===== config.mk =====
export PLATFORM = sky130hd
export DESIGN_NAME = ub_affine_ctrl_gen_flat
export DESIGN_NICKNAME = d
export VERILOG_FILES = /design/src/rtl/ub_ctrl_pkg.sv /design/src/rtl/ub_affine_ctrl_gen_if.sv /design/src/rtl/ub_ctrl_dim_cnt.sv /design/src/rtl/ub_affine_ctrl_gen.sv /design/src/flat_wrapper.sv
export SDC_FILE = /design/constraint.sdc
export NUM_CORES = 1
export LEC_CHECK = 0
export BUFFER_PORTS_ARGS = -buffer_cell sky130_fd_sc_hd__buf_4
export CAP_MARGIN = 15
export CORE_MARGIN = 3
export CORE_UTILIZATION = 28
export CTS_CLUSTER_DIAMETER = 30
export DETAILED_ROUTE_END_ITERATION = 6
export PLACE_DENSITY = 0.43
export SYNTH_ARGS = -nofsm -noshare
export SYNTH_HDL_FRONTEND = slang
export SYNTH_SLANG_ARGS = --single-unit

===== constraint.sdc =====
create_clock -name clk -period 5.6 [get_ports clk]
set_input_delay 0 -clock clk [delete_from_list [all_inputs] [get_ports clk]]
set_output_delay 0 -clock clk [all_outputs]
set_load 0.01 [all_outputs]

===== src/rtl/ub_ctrl_pkg.sv =====
// Shared types and default widths for the unified-buffer affine control generator.
//   state_e     : generator FSM states
//   ctrl_vars_t : one loop index / extent value
package ub_ctrl_pkg;

  localparam int unsigned NUM_DIMS = 3;   // loop depth, index 0 outermost
  localparam int unsigned CW       = 16;  // ctrl_var / extent width
  localparam int unsigned DLY_W    = 32;  // schedule-delay counter width
  localparam int unsigned II_W     = 8;   // initiation-interval width
  localparam int unsigned AW       = 16;  // linear address width

  typedef enum logic [1:0] {
    StIdle,
    StDelay,
    StRun,
    StDone
  } state_e;

  typedef logic [CW-1:0] ctrl_vars_t;

endpackage


===== src/rtl/ub_affine_ctrl_gen_if.sv =====
// Strobe/index bus from the affine control generator to a *_stencil_ub port.
//   en        : wen/ren strobe
//   ctrl_vars : loop indices, valid while en=1, held otherwise
//   busy      : frame in progress
//   done      : frame complete, held until next flush
//   addr      : linear address aligned with en (only with UB_CTRL_ADDR_EN)
// Modports: master (generator), slave (buffer port).
interface ub_affine_ctrl_gen_if;
  import ub_ctrl_pkg::*;

  logic       en;
  ctrl_vars_t ctrl_vars [NUM_DIMS-1:0];
  logic       busy;
  logic       done;
`ifdef UB_CTRL_ADDR_EN
  logic [AW-1:0] addr;

  modport master (output en, ctrl_vars, busy, done, addr);
  modport slave  (input  en, ctrl_vars, busy, done, addr);
`else
  modport master (output en, ctrl_vars, busy, done);
  modport slave  (input  en, ctrl_vars, busy, done);
`endif

endinterface


===== src/rtl/ub_ctrl_dim_cnt.sv =====
// One loop-dimension counter of the affine control generator.
//   clr       : synchronous zero (highest priority)
//   inc_in    : advance by one this cycle
//   extent    : trip count of this dimension
//   value     : registered index
//   value_nxt : next-state index (only with UB_CTRL_ADDR_EN, feeds the address register)
//   wrap      : value is at extent-1; an increment now wraps and carries outward
module ub_ctrl_dim_cnt
  import ub_ctrl_pkg::*;
(
  input  logic       clk,
  input  logic       rst_n,
  input  logic       clr,
  input  logic       inc_in,
  input  ctrl_vars_t extent,
  output ctrl_vars_t value,
`ifdef UB_CTRL_ADDR_EN
  output ctrl_vars_t value_nxt,
`endif
  output logic       wrap
);

  ctrl_vars_t value_q, value_d;

  assign wrap = (value_q == extent - ctrl_vars_t'(1));

  always_comb begin
    value_d = value_q;
    if (clr) begin
      value_d = '0;
    end else if (inc_in) begin
      value_d = wrap ? '0 : value_q + ctrl_vars_t'(1);
    end
  end

  always_ff @(posedge clk or negedge rst_n) begin
    if (!rst_n) value_q <= '0;
    else        value_q <= value_d;
  end

  assign value = value_q;
`ifdef UB_CTRL_ADDR_EN
  assign value_nxt = value_d;
`endif

endmodule


===== src/rtl/ub_affine_ctrl_gen.sv =====
// Affine control generator: after cfg_delay cycles, walks a NUM_DIMS-deep rectangular loop
// nest (innermost fastest), one strobe every max(cfg_ii,1) cycles, then raises done.
//   clk, rst_n  : clock, async active-low reset
//   flush       : start/restart pulse, samples all cfg_* inputs
//   cfg_extent  : trip count per dimension
//   cfg_delay   : cycles from flush to first strobe
//   cfg_ii      : cycles between strobes (0 behaves as 1)
//   cfg_stride,
//   cfg_offset  : address generation terms (only with UB_CTRL_ADDR_EN)
//   ub          : strobe/index bus (master side)
// Optional feature macro: UB_CTRL_ADDR_EN adds the registered linear address output.
module ub_affine_ctrl_gen
  import ub_ctrl_pkg::*;
(
  input  logic                 clk,
  input  logic                 rst_n,
  input  logic                 flush,
  input  ctrl_vars_t           cfg_extent [NUM_DIMS-1:0],
  input  logic [DLY_W-1:0]     cfg_delay,
  input  logic [II_W-1:0]      cfg_ii,
`ifdef UB_CTRL_ADDR_EN
  input  logic [AW-1:0]        cfg_stride [NUM_DIMS-1:0],
  input  logic [AW-1:0]        cfg_offset,
`endif
  ub_affine_ctrl_gen_if.master ub
);

  state_e           state_q, state_d;
  ctrl_vars_t       ext_q [NUM_DIMS-1:0];
  logic [DLY_W-1:0] dly_q, dly_cnt_q, dly_cnt_d;
  logic [II_W-1:0]  ii_q, ii_cnt_q, ii_cnt_d, ii_max, ii_nxt;
  logic             en_q, en_d;
  logic             clr, step, launch, any_zero, all_last;
  logic [NUM_DIMS-1:0] wrap;
  ctrl_vars_t       vars [NUM_DIMS-1:0];

  // Extents are taken from the inputs in the flush cycle so a zero-delay launch sees them.
  always_comb begin
    any_zero = 1'b0;
    for (int d = 0; d < NUM_DIMS; d++) begin
      if ((flush ? cfg_extent[d] : ext_q[d]) == '0) any_zero = 1'b1;
    end
  end

  assign all_last = &wrap;
  assign ii_max   = (ii_q == '0) ? '0 : ii_q - II_W'(1);
  assign ii_nxt   = (ii_cnt_q == ii_max) ? '0 : ii_cnt_q + II_W'(1);

  // dly_cnt_q counts cycles since flush starting at 1, so the launch edge makes the first
  // strobe visible exactly cfg_delay+1 cycles after the flush cycle.
  assign launch = flush ? (cfg_delay == '0)
                        : ((state_q == StDelay) && (dly_cnt_q == dly_q));

  always_comb begin
    state_d   = state_q;
    dly_cnt_d = dly_cnt_q;
    ii_cnt_d  = ii_cnt_q;
    en_d      = 1'b0;
    clr       = 1'b0;
    step      = 1'b0;

    if (flush) begin
      state_d   = StDelay;
      dly_cnt_d = DLY_W'(1);
      ii_cnt_d  = '0;
      clr       = 1'b1;
    end else begin
      unique case (state_q)
        StDelay: dly_cnt_d = dly_cnt_q + DLY_W'(1);
        StRun: begin
          if (en_q && all_last) begin
            state_d = StDone;
          end else begin
            ii_cnt_d = ii_nxt;
            if (ii_nxt == '0) begin
              en_d = 1'b1;
              step = 1'b1;
            end
          end
        end
        default: ;
      endcase
    end

    // First strobe presents the all-zero iteration, so the counters are not stepped here.
    if (launch) begin
      ii_cnt_d = '0;
      if (any_zero) begin
        state_d = StDone;
      end else begin
        state_d = StRun;
        en_d    = 1'b1;
      end
    end
  end

  always_ff @(posedge clk or negedge rst_n) begin
    if (!rst_n) begin
      state_q   <= StIdle;
      dly_cnt_q <= '0;
      ii_cnt_q  <= '0;
      en_q      <= 1'b0;
    end else begin
      state_q   <= state_d;
      dly_cnt_q <= dly_cnt_d;
      ii_cnt_q  <= ii_cnt_d;
      en_q      <= en_d;
    end
  end

  always_ff @(posedge clk or negedge rst_n) begin
    if (!rst_n) begin
      dly_q <= '0;
      ii_q  <= '0;
      for (int d = 0; d < NUM_DIMS; d++) ext_q[d] <= '0;
    end else if (flush) begin
      dly_q <= cfg_delay;
      ii_q  <= cfg_ii;
      for (int d = 0; d < NUM_DIMS; d++) ext_q[d] <= cfg_extent[d];
    end
  end

`ifdef UB_CTRL_ADDR_EN
  ctrl_vars_t    vars_nxt [NUM_DIMS-1:0];
  logic [AW-1:0] stride_q [NUM_DIMS-1:0];
  logic [AW-1:0] off_q, addr_q, addr_d;
`endif

  for (genvar d = 0; d < NUM_DIMS; d++) begin : g_dim
    logic inc;
    if (d == NUM_DIMS - 1) begin : g_inner
      assign inc = step;
    end else begin : g_outer
      // Carry ripples in only when every inner dimension wraps.
      assign inc = step & (&wrap[NUM_DIMS-1:d+1]);
    end

    ub_ctrl_dim_cnt u_cnt (
      .clk       (clk),
      .rst_n     (rst_n),
      .clr       (clr),
      .inc_in    (inc),
      .extent    (ext_q[d]),
      .value     (vars[d]),
`ifdef UB_CTRL_ADDR_EN
      .value_nxt (vars_nxt[d]),
`endif
      .wrap      (wrap[d])
    );
  end

`ifdef UB_CTRL_ADDR_EN
  // Computed from next-state indices so the registered address lines up with en.
  always_comb begin
    addr_d = flush ? cfg_offset : off_q;
    for (int d = 0; d < NUM_DIMS; d++) begin
      addr_d = addr_d + (flush ? cfg_stride[d] : stride_q[d]) * AW'(vars_nxt[d]);
    end
  end

  always_ff @(posedge clk or negedge rst_n) begin
    if (!rst_n) begin
      off_q  <= '0;
      addr_q <= '0;
      for (int d = 0; d < NUM_DIMS; d++) stride_q[d] <= '0;
    end else begin
      addr_q <= addr_d;
      if (flush) begin
        off_q <= cfg_offset;
        for (int d = 0; d < NUM_DIMS; d++) stride_q[d] <= cfg_stride[d];
      end
    end
  end

  assign ub.addr = addr_q;
`endif

  assign ub.en        = en_q;
  assign ub.ctrl_vars = vars;
  assign ub.busy      = (state_q == StDelay) || (state_q == StRun);
  assign ub.done      = (state_q == StDone);

endmodule


===== src/flat_wrapper.sv =====
// flat-port wrapper written by rule: the top's interface ports become plain ports
module ub_affine_ctrl_gen_flat import ub_ctrl_pkg::*;
  (clk, rst_n, flush, cfg_extent, cfg_delay, cfg_ii, ub_en, ub_ctrl_vars, ub_busy, ub_done);
  ub_affine_ctrl_gen_if ub_i ();
  input  logic clk;
  input  logic rst_n;
  input  logic flush;
  input  ctrl_vars_t cfg_extent[NUM_DIMS-1:0];
  input  logic [DLY_W-1:0] cfg_delay;
  input  logic [II_W-1:0] cfg_ii;
  output wire logic [$bits(ub_i.en)-1:0] ub_en;
  output wire logic [$bits(ub_i.ctrl_vars)-1:0] ub_ctrl_vars;
  output wire logic [$bits(ub_i.busy)-1:0] ub_busy;
  output wire logic [$bits(ub_i.done)-1:0] ub_done;
  assign ub_en = ub_i.en;
  assign ub_ctrl_vars = {>>{ub_i.ctrl_vars}};
  assign ub_busy = ub_i.busy;
  assign ub_done = ub_i.done;
  ub_affine_ctrl_gen u_core (.clk(clk), .rst_n(rst_n), .flush(flush), .cfg_extent(cfg_extent), .cfg_delay(cfg_delay), .cfg_ii(cfg_ii), .ub(ub_i));
endmodule

==> results of run 1 <==
-- where the power goes --
group	total, W	switching, W	internal (W)
combinational	0.000486	0.000239	0.000246
sequential	0.00146	0.0000969	0.00136
clock	0.00132	0.000565	0.000752
total	0.00326	0.000902	0.00236
-- through the flow --
step / worst slack, ns / util [%] / total power (W)
detailed placement: 1.21 / 32.3 / 0.00192
CTS: 1.21 / 36.1 / 0.00331
finish: 1.21 / 36.1 / 0.00326
floorplan: 2.04 / - / 0.00174
global placement: 1.22 / 32.3 / 0.00192
global route: 0.947 / 36.1 / 0.00341
-- registers in the layout, summed over array words and instances (netlist names) --
name	cells
u_core.ii_q	8
u_core.dly_q	32
u_core.ext_q	48
u_core.g_dim.u_cnt.value	48
u_core.state_q	2
u_core.dly_cnt_q	32
u_core.ii_cnt_q	8
u_core.ub.en	1
-- worst max path at each step --
stage / startpoint / end / slack, ns / cells past startpoint
after detailed placement: u_core.ii_q[0] / u_core.g_dim[1].u_cnt.value[12] / 1.21 / 8
final: u_core.ii_q[0] / u_core.g_dim[1].u_cnt.value[12] / 1.21 / 8
after global placement: u_core.ii_q[0] / u_core.g_dim[1].u_cnt.value[12] / 1.22 / 8
after floorplan: u_core.ii_q[0] / u_core.g_dim[1].u_cnt.value[13] / 2.04 / 10
after CTS: u_core.ii_q[0] / u_core.g_dim[1].u_cnt.value[12] / 1.21 / 8
after global routing: u_core.ii_q[0] / u_core.g_dim[1].u_cnt.value[5] / 0.95 / 8
-- logic make-up (layout without fill, tap and decap cells) --
logic type / count (synthesis) / in the layout
simple gates: 486 / 486
compound gates: 231 / 231
flops: 179 / 179
xor+xnor: 116 / 116
buf+inv: 100 / 302
mux: 86 / 86
fa+ha+maj: 12 / 12
-- critical path, cell delays in order (launching register included) --
cell and delay, ns:
dfrtp_1 0.39, or4_1 0.71, or4_1 0.54, and3_1 0.18, or4_4 0.53, a211o_4 0.37
a2111o_1 0.72, nor2_2 0.59, o221ai_1 0.21
-- routing by layer --
metal  GRT usage [%]  share of wire (%)  vias to the layer above
li1                -                  -                     4849
met4            3.63                1.2                        0
met3            2.63                3.1                       28
met2            26.7                 48                      195
met5               0                  0                        -
met1            22.6                 48                     4902
-- timing repair --
item                                   CTS  global route
setup buffers                            0             0
endpoints found under the hold margin  141             0
hold buffers                            89             0
-- cell usage in the layout (no fill, tap or decap), types with 11 or more instances in the layout --
master	n
xor2_1	70
or4_1	18
nand3_1	50
clkbuf_16	17
nor4_1	45
nand2_1	95
nor2_1	83
inv_1	34
or3_1	22
and3_1	26
dlygate4sd3_1	89
o221ai_1	12
ha_1	12
nand2b_1	16
a211oi_2	11
buf_4	147
o211ai_1	23
a21oi_1	26
nand4_1	23
or2_2	11
mux2_2	80
xnor2_1	45
a21o_1	14
dfrtp_1	179
nor3_1	32
o21ai_0	58
and2_1	16
-- area by class of cell --
cell class	instances	share of cell area, %
clock buffers	17	2.96
clock inverters	13	1.36
well taps	525	4.57
repair buffers	238	14.1
multi-input cells	931	45.0
flip-flops and latches	179	31.2
inverters	34	0.888
==> flow_metrics.tcl, run 1 <==
set metrics [dict create \
    reg2reg_slack_ns 1.21 \
    clock_sinks 179 \
    postSynthAreaPerCell_um2 9.37 \
    rsz0062_at_grt "no" \
    timing.final.crit_share_pct 78.3 \
    synth_top_area_share_pct 39.5 \
    p_leak_nw 5.84 \
    drive_gt1_share_pct 21.1 \
    ys.flop_type "dfrtp_1" \
    synthArstFlopShare_pct 100 \
    path_max_fanout 15 \
    post_drt_wl_per_cell_um 18.1 \
    dp_hpwl_um 25300 \
    numPlacedInstances 1818 \
    num_io_pins 142 \
    areaGrowthSynthToFinish_pct 26.8 \
    synth_edf_count 0 \
    yosys.area_share.xor_xnor_pct 9.08 \
    grt_usage_pct 16.3 \
    r2r-end "u_core.g_dim[1].u_cnt.value[12]" \
    hold_path.class "in2reg" \
    post_cts_resize_count 0 \
    row_count 73 \
    num-nets-final 1504 \
    h-tree-depth 4 \
    die_h_um 207 \
    netlist_instances 1210 \
    setup_violations 0 \
    port_buffers 141 \
    regArea_um2 4480 \
    yosys.cell_count.top_type "dfrtp_1" \
    whs_endpoint "u_core.ext_q[16]" \
    vias 9974 \
    clk-insertion-delay-late_ns 0.45 \
    drt-pass1-iter-count 7 \
    post_synth_fa_ha_maj_area_fraction_pct 1.32 \
    status "complete, no violations" \
    n_antenna_cell 0 \
    cts_inserted_buffers 17 \
    slew_headroom_pct 33.1 \
    final_antenna_net_count 0 \
    fp.coreArea_um2 39800 \
    timing.hold.ws_ns 0.0696 \
    place_area_um2 12900 \
    worst_setup_path_end_kind "flop" \
    final_design_area_no_fill_um2 14400 \
    reg2regPathDepth 8 \
    synthMuxAreaShare_pct 8.48 \
    slew_viol_final 0 \
    routed_via_density 5.15 \
    fin_skew_ns 0.0206 \
    timing.rr.start "u_core.ii_q[0]" \
    tightest_slew_ns 1.00 \
    drt-total-wl_um 35100 \
    drv_cap 0 \
    drt_iter0_drc 635 \
    antenna_found_initial 0 \
    synth-simple-area-share_pct 23.0 \
    hp-start "flush" \
    synth_compound_area_share_pct 15.0 \
    finalHoldViolations 0 \
    grt_overflow 0 \
    syn_nets 1313 \
    start_kind "flop" \
    synth_cell_types 78 \
    worstHoldPathCells 3 \
    finalSetupTns_ns 0 \
    yosys-top-cells-count "dfrtp_1, nand2_1, nor2_1" \
    synth_top_family_by_area "simple AND/OR/NAND/NOR gates" \
    cts_root_buf "clkbuf_16" \
    fp.dieW_um 207 \
    ys_ff_latch 179 \
    synth_area_leaders "dfrtp_1, mux2_2, xor2_1" \
    cp.arrival_ns 4.70 \
    start_util_pct 28.5 \
    syn_area_um2 11300 \
    clk_pin_slew_ns 0.08 \
    grt_max_degree 127 \
    clockBufferDepth 2 \
    grt_pass1_vias 9945 \
    multi_input_area_um2 6460 \
    required_ns 5.91 \
    max-vdd-ir-drop_mv 0.226 \
    yosysWarnings 0 \
    nFillCells 4079 \
    cts_tree "built" \
    synth_top_area_cell "dfrtp_1" \
    drc 0 \
    grt_pass1_wl_um 56900 \
    gp_congestion 0.819 \
    die-area_um2 42900 \
    clock.fmax_ghz 0.228 \
    crit_type "reg2reg" \
    powerDensity_nw_per_um2 227 \
    period_minus_slack_ns 4.39 \
    ys_seq_area_share_pct 39.5 \
    instances_no_fill 1937 \
]
Power figures use the tool's default switching activity.
==> run 2: changes to the inputs <==
Settings changed: PLACE_DENSITY 0.43 to 0.45.
Clock period 5.6 ns to 4 ns, I/O delays scaled along.
==> run 2 against run 1 <==
  * Hold slack improved by 0.13 ns
  * Fmax grew 17%
  * Clock power is 36% higher
  * Power is 40% higher
  * Critical endpoint is now u_core.g_dim[0].u_cnt.value[12]
  * Largest cell class unchanged
==> flow_metrics.tcl, run 2 (synthesis results as in run 1) <==
set metrics [dict create \
    status "complete, no violations" \
    fin_ws_ns 0.263 \
    clk_pin_slew_ns 0.07 \
    path_max_fanout 12 \
    finalHoldViolations 0 \
    num-nets-final 1548 \
    antenna_found_initial 1 \
    rsz0062_at_grt "no" \
    max_stage_delay_ns 0.66 \
    drv_cap 0 \
    worst_path_dominant_cell_family "simple AND/OR/NAND/NOR gates" \
    row_count 73 \
    place_area_um2 13200 \
    fp.dieW_um 207 \
    final_antenna_net_count 0 \
    period_minus_slack_ns 3.74 \
    vias 10110 \
    setup_violations 0 \
    cpMostUsedCell "or4_1" \
    final_common_cell "buf_4" \
    drt_iter0_drc 601 \
    n_antenna_cell 0 \
    port_buffers 141 \
    cts_tree "built" \
    dp_hpwl_um 25300 \
    max-vdd-ir-drop_mv 0.268 \
    post_drt_wl_per_cell_um 17.5 \
    powerDensity_nw_per_um2 309 \
    gp_congestion 0.834 \
    worst_setup_path_end_kind "flop" \
    grt_max_degree 93 \
    die_h_um 207 \
    clock_sinks 179 \
    fp.coreArea_um2 39800 \
    grt_pass1_vias 10072 \
    fin_skew_ns 0.0131 \
    cts_root_buf "clkbuf_16" \
    h-tree-depth 4 \
    clk-insertion-delay-late_ns 0.45 \
    cp.arrival_ns 4.07 \
    timing.final.crit_share_pct 93.4 \
    routed_via_density 5.10 \
    pre_cts_slack_ns 0.182 \
    required_ns 4.33 \
    path_cells "or4_1, nor3_1, a41oi_1, a2111oi_2, nand2_1, or4_1, o41a_2, a221o_1" \
    drc 0 \
    grt_usage_pct 16.0 \
    die-area_um2 42900 \
    finalSetupTns_ns 0 \
    grt_pass1_wl_um 56300 \
    p_leak_nw 6.06 \
    start_kind "flop" \
    path_buf_inv 0 \
    crit_type "reg2reg" \
    slew_viol_final 0 \
    clock.fmax_ghz 0.268 \
    tightest_slew_ns 0.976 \
    final_cell_mix "buf_4, dfrtp_1, nand2_1" \
    postCtsSetupBuffers 0 \
    hold_path.class "in2async" \
    start_util_pct 28.5 \
    areaGrowthSynthToFinish_pct 29.7 \
    num_io_pins 142 \
    cp_slowest_cell "or4_1" \
    clockBufferDepth 2 \
    drt-total-wl_um 34700 \
    final_design_area_no_fill_um2 14700 \
    grt_overflow 0 \
    drt-pass1-iter-count 5 \
    drive_gt1_share_pct 23.7 \
    cts_inserted_buffers 17 \
    slew_headroom_pct 35.0 \
]
[run 2: layer usage]
layer	global-route usage (%)	routed length (um)
met5	0	0
met1	22.0	16600
met4	3.16	309
met3	2.87	1150
met2	26.6	16600
[run 2: power breakdown]
part / internal (W) / switching [W] / leakage (nW)
logic: 0.000373 / 0.000366 / 3.46
clock network: 0.000981 / 0.000820 / 0.300
registers: 0.00190 / 0.000106 / 2.29
[run 2: final cells by class]
type	instances	area (um^2)
inverter	34	128
timing repair buffer	282	2360
tap	525	657
fill	4055	25100
clock inverter	13	166
sequential	179	4480
clock buffer	19	453
multi-input combinational	931	6460
[run 2: path summary, 6_finish.rpt]
| check | depth (start not counted) | slack, ns | from | endpoint |
|---|---|---|---|---|
| worst max-delay path | 8 | 0.26 | u_core.ext_q[17] | u_core.g_dim[0].u_cnt.value[12] |
| worst min register to register | 1 | 0.53 | u_core.dly_q[14] | u_core.dly_q[14] |
| worst max register to register | 8 | 0.26 | u_core.ext_q[17] | u_core.g_dim[0].u_cnt.value[12] |
| min in group clk | 2 | 0.22 | flush | u_core.dly_cnt_q[4] |
| worst min-delay path | 2 | 0.20 | rst_n | u_core.ext_q[5] |
| max in group asynchronous | 3 | 2.80 | rst_n | u_core.ii_q[5] |
[run 2: timing repair]
item	CTS	global route
resized for setup	0	1
hold endpoints to repair	179	0
hold buffers	89	0
endpoints found under the setup margin	0	5
[run 2: per-stage QoR]
stage | util, % | std cells | hold slack (ns) | total power [W]
final | 36.9 | 1983 | 0.200 | 0.00455
after detailed placement | 33.1 | 1862 | 0.153 | 0.00272
after CTS | 36.9 | 1983 | 0.194 | 0.00462
after global routing | 36.9 | 1983 | 0.236 | 0.00477
after floorplan | - | 1210 | -0.296 | 0.00243
after global placement | 33.1 | 1862 | 0.154 | 0.00272
[run 2: worst reg2reg max path: stages, from the launching register on]
cell	delay, ns
dfrtp_1	0.42
or4_1	0.66
nor3_1	0.25
a41oi_1	0.17
a2111oi_2	0.42
nand2_1	0.09
or4_1	0.60
o41a_2	0.64
a221o_1	0.38
